**src/rtl/tone_arbiter.sv**
```systemverilog
// rtl/tone_arbiter.sv - fixed-priority arbiter sharing one square-wave tone generator
// Optional preemption of a playing note by a higher-priority request: TONE_ARB_PREEMPT_EN.
module tone_arbiter #(
  parameter int TICK_DIV = 6_250_000,
  parameter int DIV_W    = 21,
  parameter int DUR_W    = 8
) (
  input  logic             iCLK,
  input  logic             iRST_N,
  input  logic [2:0]       iREQ,
  input  logic [DIV_W-1:0] iHALF0,
  input  logic [DIV_W-1:0] iHALF1,
  input  logic [DIV_W-1:0] iHALF2,
  input  logic [DUR_W-1:0] iDUR0,
  input  logic [DUR_W-1:0] iDUR1,
  input  logic [DUR_W-1:0] iDUR2,
  output logic [2:0]       oGNT,
  output logic [2:0]       oDONE,
  output logic             oBUSY,
  output logic             oSOUND
);

  localparam int PRE_W = (TICK_DIV > 1) ? $clog2(TICK_DIV) : 1;
  localparam logic [PRE_W-1:0] PRE_LAST = PRE_W'(TICK_DIV - 1);

  typedef enum logic [1:0] {
    IDLE    = 2'd0,
    PLAY    = 2'd1,
    RELEASE = 2'd2
  } stateT;

  stateT            state;
  stateT            stateNext;
  logic [1:0]       gSel;
  logic [1:0]       reqIdx;
  logic [2:0]       gMask;
  logic [PRE_W-1:0] preCnt;
  logic [DUR_W-1:0] tickCnt;
  logic [DUR_W-1:0] durLat;
  logic [DIV_W-1:0] toneCnt;
  logic [DIV_W-1:0] halfLat;
  logic [DIV_W-1:0] halfSel;
  logic [DUR_W-1:0] durSel;
  logic             tickWrap;
  logic             toneWrap;
  logic             noteEnd;
  logic             preempt;

  always_comb begin
    reqIdx = 2'd2;
    if (iREQ[1]) reqIdx = 2'd1;
    if (iREQ[0]) reqIdx = 2'd0;
  end

  always_comb begin
    halfSel = iHALF2;
    durSel  = iDUR2;
    case (reqIdx)
      2'd0: begin
        halfSel = iHALF0;
        durSel  = iDUR0;
      end
      2'd1: begin
        halfSel = iHALF1;
        durSel  = iDUR1;
      end
      default: ;
    endcase
  end

  assign gMask    = 3'b001 << gSel;
  assign tickWrap = (preCnt == PRE_LAST);
  assign toneWrap = (halfLat != '0) && (toneCnt == halfLat - DIV_W'(1));
  // Ending on the tick that would reach the duration keeps the grant at exactly DUR*TICK_DIV clocks.
  assign noteEnd  = (durLat == '0) || (tickWrap && (tickCnt + DUR_W'(1) == durLat));

`ifdef TONE_ARB_PREEMPT_EN
  assign preempt = |(iREQ & (gMask - 3'd1));
`else
  assign preempt = 1'b0;
`endif

  always_comb begin
    stateNext = state;
    case (state)
      IDLE:    if (|iREQ) stateNext = PLAY;
      PLAY: begin
        if (noteEnd)      stateNext = RELEASE;
        else if (preempt) stateNext = IDLE;
      end
      RELEASE: if (!(|(iREQ & gMask))) stateNext = IDLE;
      default: stateNext = IDLE;
    endcase
  end

  always_ff @(posedge iCLK or negedge iRST_N) begin
    if (!iRST_N) state <= IDLE;
    else         state <= stateNext;
  end

  assign oGNT  = (state == PLAY) ? gMask : 3'b000;
  assign oBUSY = (state != IDLE);

  always_ff @(posedge iCLK or negedge iRST_N) begin
    if (!iRST_N) begin
      gSel    <= 2'd0;
      halfLat <= '0;
      durLat  <= '0;
      preCnt  <= '0;
      tickCnt <= '0;
      toneCnt <= '0;
      oDONE   <= 3'b000;
      oSOUND  <= 1'b0;
    end else begin
      oDONE <= 3'b000;
      case (state)
        IDLE: begin
          if (|iREQ) begin
            gSel    <= reqIdx;
            halfLat <= halfSel;
            durLat  <= durSel;
            preCnt  <= '0;
            tickCnt <= '0;
            toneCnt <= '0;
            oSOUND  <= 1'b0;
          end
        end
        PLAY: begin
          if (noteEnd) begin
            oDONE  <= gMask;
            oSOUND <= 1'b0;
          end else if (preempt) begin
            oSOUND <= 1'b0;
          end else begin
            preCnt <= tickWrap ? '0 : preCnt + PRE_W'(1);
            if (tickWrap) tickCnt <= tickCnt + DUR_W'(1);
            if (halfLat == '0) begin
              oSOUND <= 1'b0;
            end else if (toneWrap) begin
              toneCnt <= '0;
              oSOUND  <= ~oSOUND;
            end else begin
              toneCnt <= toneCnt + DIV_W'(1);
            end
          end
        end
        default: ;
      endcase
    end
  end

endmodule

```
**config.mk**
```make
export PLATFORM = sky130hd
export DESIGN_NAME = tone_arbiter
export DESIGN_NICKNAME = d
export VERILOG_FILES = /design/src/rtl/tone_arbiter.sv
export SDC_FILE = /design/constraint.sdc
export NUM_CORES = 1
export LEC_CHECK = 0
export CORE_MARGIN = 2
export CORE_UTILIZATION = 50
export CTS_CLUSTER_SIZE = 24
export DETAILED_ROUTE_END_ITERATION = 12
export PLACE_DENSITY = 0.78
export SLEW_MARGIN = 5
export SYNTH_ARGS = -nofsm -noshare
export SYNTH_HDL_FRONTEND = slang
export SYNTH_SLANG_ARGS = --single-unit
```
**constraint.sdc**
```tcl
create_clock -name iCLK -period 5.89 [get_ports iCLK]
set_clock_uncertainty 0.2 [all_clocks]
set_input_delay 1.178 -clock iCLK [delete_from_list [all_inputs] [get_ports iCLK]]
set_output_delay 1.178 -clock iCLK [all_outputs]
set_load 0.03 [all_outputs]
```
* After elaboration in Yosys (flattened, before gate mapping)
Index checks and enable logic that the tools add are counted.
Storage, ports and cells: bits in registers 89, input port bits 92, output and inout bits 8, word-level logic and storage cells 76
Cells by class: add/subtract/negate cells 4, equal/unequal tests 13, shift-type cells 1, muxes and demuxes 29, bitwise operators 2, reductions and logical operators 18
Operators with widths (number):
- two-way mux 21 bit | 4
- one-hot mux 21 bit (2 select lines) | 2
- two-way mux 23 bit | 3
- one-hot mux 23 bit (2 select lines) | 1
- one-hot mux 8 bit (2 select lines) | 2
- two-way mux 8 bit | 3
- adder 23 x 1 -> 23 bit (second input constant) | 1
- equality test 23 bit (second input constant) | 1
- adder 21 x 1 -> 21 bit (second input constant) | 1
- equality test 21 bit | 1
- zero test 21 bit | 1
- nonzero test 21 bit | 1
- subtractor 21 x 1 -> 21 bit (second input constant) | 1
- inequality test 2 bit (second input constant) | 6
- two-way mux 2 bit | 5
- two-way mux 3 bit | 3
- AND reduction 3 bit | 3
- adder 8 x 1 -> 8 bit (second input constant) | 1
- equality test 8 bit | 1
- zero test 8 bit | 1
- AND reduction 4 bit | 2
- one-hot mux 2 bit (3 select lines) | 1
- OR reduction 3 bit | 2
- equality test 2 x 1 -> 1 bit (second input constant) | 2
- other kinds (12) | 18

* Logic depth before layout (Yosys ltp)
word-level depth 7, mapped depth 12, depth with buffers taken out 10

* Least setup slack after synthesis
OpenSTA, ideal clock, no wires.
path type register -> register, start register halfLat[0], end register toneCnt[14], library setup time 0.126 ns, arrival 2.873 ns, required time 5.564 ns, slack 2.691 ns, cell stages (with the launch flop) 13, path buffers 2, period minus slack after synthesis 3.199 ns, path through dfrtp_1 > inv_1 > ha_1 > buf_2 > nor4b_1 > nand2_1 > or4_1 > a211oi_1 > nand4_1 > nor4_2 > o21ba_2 > buf_6 > a21oi_1
On the way: word-level cells in the longest chain between the ends 7, elaborated cells between the ends (all ways) 11, classes of those cells add/sub (1); eq/ne (2); mux (4); reduce/logical (4)
RTL lines:
- start: declaration | RTL line 41 | logic [DIV_W-1:0] halfLat;
- start signal: assignment | RTL line 120 | halfLat <= halfSel;
- subtractor 21 x 1 -> 21 bit | RTL line 73 | assign toneWrap = (halfLat != '0) && (toneCnt == halfLat - DIV_W'(1));
- equality test 21 bit | RTL line 73
- logical AND 1 bit | RTL line 73
- two-way mux 21 bit | RTL line 139 | end else if (toneWrap) begin
- two-way mux 21 bit | RTL line 137 | if (halfLat == '0) begin
- two-way mux 21 bit | RTL line 129 | if (noteEnd) begin
- one-hot mux 21 bit (2 select lines) | RTL line 116 | case (state)
- end signal: assignment | RTL line 143 | toneCnt <= toneCnt + DIV_W'(1);
- end: declaration | RTL line 40 | logic [DIV_W-1:0] toneCnt;
Parallel ways exist; a longest one is shown, timed or not. The select of a mux whose other input is x is not followed. A chain may end at the register's enable or synchronous reset.

* Worst setup path in the final report
start input port iREQ[1], end register toneCnt[14]
On the way: word-level cells in the longest chain between the ends 3
RTL lines:
- start: declaration | RTL line 10 | input logic [2:0] iREQ,
- OR reduction 3 bit | RTL line 118 | if (|iREQ) begin
- inequality test 2 bit (no line)
- AND reduction 4 bit (no line)
No other way between the ends.

==> results by group <==
Run status
  • Status: complete, no violations

GRT
  • First-pass GRT wire length: 25,000 um
  • Grt met2 use: 0.433
  • Largest net degree at the start of global routing: 64
  • GRT Util Overall: 0.243
  • Initial antenna violation count: 0
  • GRT Residual Overflow: 0
  • GR Util met1: 0.301
  • Met3 Use GR: 0.0419
  • Vias in the first global route: 5,326
  • Gr busiest metal: met2

Die
  • Io pins: 100
  • Core ar.: 11,300 sq um
  • Cell row count: 39
  • Die height: 111 um
  • Die Width: 111 um
  • Starting density of the core: 0.510
  • Die Area: 12,400 sq um

Finish
  • Fillcell total: 951
  • Util after Layout: 0.627
  • Layout area overhead: 23.0%
  • Ant diodes: 0
  • Share of cells above drive strength 1: 0.0426
  • Nets: 867

Worst setup path
  • Worst-path maximum fanout: 34
  • CP Data Required Time: 5.95 ns
  • CP Cell Sequence: buf_2 > nor4_1 > nor2_1 > and3_1 > and3_1 > nand3_1 > or3_1 > a21oi_1
  • Setup crit start kind: input pin
  • Crit-path leading delay family: simple AND/OR/NAND/NOR gates
  • Slowest-stage cell, CP: buf_2
  • Worst setup EP type: flip-flop
  • Critical path class: in -> reg
  • CP Data Arrival Time: 3.99 ns
  • Buf/Inv on CP: 1
  • Crit path largest cell delay: approximately 0.74 ns
  • CP most frequent cell: and3_1

STA
  • Final setup vio count: 0
  • Final hold violations: 0
  • Rel. slew slack: 0.172
  • Tcrit/Tclk final: 0.668
  • Setup Total Neg Slack: 0 ns
  • Slew @ Worst Pin: 1.23 ns
  • Max-slew violations: 0
  • Fmax: 254 MHz
  • Min Tclk post-route: 3.93 ns
  • RSZ-0062 raised after global routing: false

Synth
  • Post-synth top cells: dfrtp_1, nor2_1, o21ai_0, nand2_1, a21oi_1
  • Mapped Avg Cell Area: 8.30 sq um
  • Syn_nets: 792
  • Synth warnings: 0
  • Yosys top cell area share: 0.386
  • Main area contributors after synthesis: dfrtp_1, o21ai_0, nor2_1, mux2i_1, xor2_1
  • Cell taking the most area after synthesis: dfrtp_1
  • Register area share after synthesis: 0.386
  • Synthesis-stage register bit count: 89
  • Main flop type after synthesis: dfrtp_1
  • EDFF count, synth: 0
  • Yosys cell types: 57
  • Post-Syn Instances: a little under 700
  • Cell area after synthesis: 5770 sq um
  • FFs w/ async S/R, synth: 1.00
  • Most frequent cell after synthesis: dfrtp_1

Routing
  • Avg WL per Cell: 16.2 um
  • DR iter-0 viols: 459
  • DR vias/cell: 5.90
  • DRT Pass-1 Iters: 5
  • DR vias: 5,408
  • Antenna viol nets, final: 0
  • Total length of routed wires: 14,900 um
  • # DRC: 0

CTS
  • CTS max path bufs: 2
  • TritonCTS Sinks: 89
  • Worst-path clk slew: 0.06 ns
  • CTS Hold Bufs: 0
  • H-tree depth: 3
  • CTS tree: done
  • Root buffer cell: clkbuf_16
  • Setup repair bufs after CTS: 0
  • Clock Latency Late Sink: 0.34 ns
  • Num CTS Buffers: 9
  • CTS resizes: 0

Power
  • Leakage: 2.94 nW
  • Pwr Density: 355 nW/um^2
  • Peak supply drop: 318 uV

Job
  • Max-cap violations: 0

Place
  • Final HPWL DP: 10,900 um
  • Placer Congestion: 0.948
  • Port buffer count: 99

Worst hold path
  • Worst min path class: reg -> reg
[state kept, by name, indices dropped and copies added (netlist names)]
name / flops
preCnt: 23
halfLat: 21
toneCnt: 21
durLat: 8
tickCnt: 8
oDONE: 3
gSel: 2
state: 2
oSOUND: 1
[cell type report]
type | instances | area, sq um | share of cell area
clock buffer | 12 | 246 | 0.0347
clock inverter | 3 | 50.0 | 0.00705
inverter | 15 | 56.3 | 0.00793
multi-input combinational | 552 | 3330 | 0.469
sequential | 89 | 2230 | 0.314
tap | 143 | 179 | 0.0252
timing repair buffer | 103 | 1010 | 0.142
[power by group]
group	switching (mW)	internal, mW
registers	0.191	0.741
logic	0.593	0.410
clock network	0.240	0.342
total	1.02	1.49
[worst min-delay path, cell delays in order, from the launching register on]
cell and delay [ns]:
dfrtp_1 0.38, nand2_1 0.06, o21ai_0 0.06
[final timing paths]
path                                  from           to  slack [ns]  cells past startpoint
worst max-delay path               iREQ[1]  toneCnt[14]        1.96                      8
max in group asynchronous           iRST_N   halfLat[2]        3.85                      2
min in group asynchronous           iRST_N  toneCnt[15]        0.54                      1
worst min register to register   durLat[6]    durLat[6]        0.33                      2
worst max register to register  halfLat[0]   toneCnt[3]        1.97                     10
worst min-delay path             durLat[6]    durLat[6]        0.33                      2
[per-stage QoR]
stage               std cells  setup WS [ns]  power (mW)  instance area [sq um]  hold WS (ns)
detailed placement        902           1.71        1.93                   6800         0.310
global placement          902           1.85        1.89                   6800         0.304
CTS                       917           1.98        2.51                   7100         0.325
global route              917           1.61        2.69                   7100         0.350
floorplan                 695           2.69        1.64                   5770         0.270
finish                    917           1.96        2.52                   7100         0.327
[layout by cell type (no fill, tap or decap), drive strengths merged, types with 18 or more instances in the layout]
cell type       n
clkdlybuf4s50  96
dfrtp          89
nor2           85
o21ai          74
nand2          63
a21oi          45
xor2           32
nand3          30
mux2i          29
xnor2          24
nand4          18
[kinds of logic after synthesis]
group / synth area share
AOI/OAI and AO/OA: 0.163
adders and majority gates: 0.0108
buffers and inverters: 0.0392
DFF: 0.386
and+or+nand+nor: 0.266
xor gates and xnor gates: 0.0850
muxes: 0.0503
[metal layers]
layer | up-vias | wire length [um]
met3 | 28 | 636
met2 | 169 | 7500
li1 | 2641 | -
met1 | 2570 | 6450
met5 | - | 0
met4 | 0 | 282
Note: power is estimated with default switching activity, not from simulation.
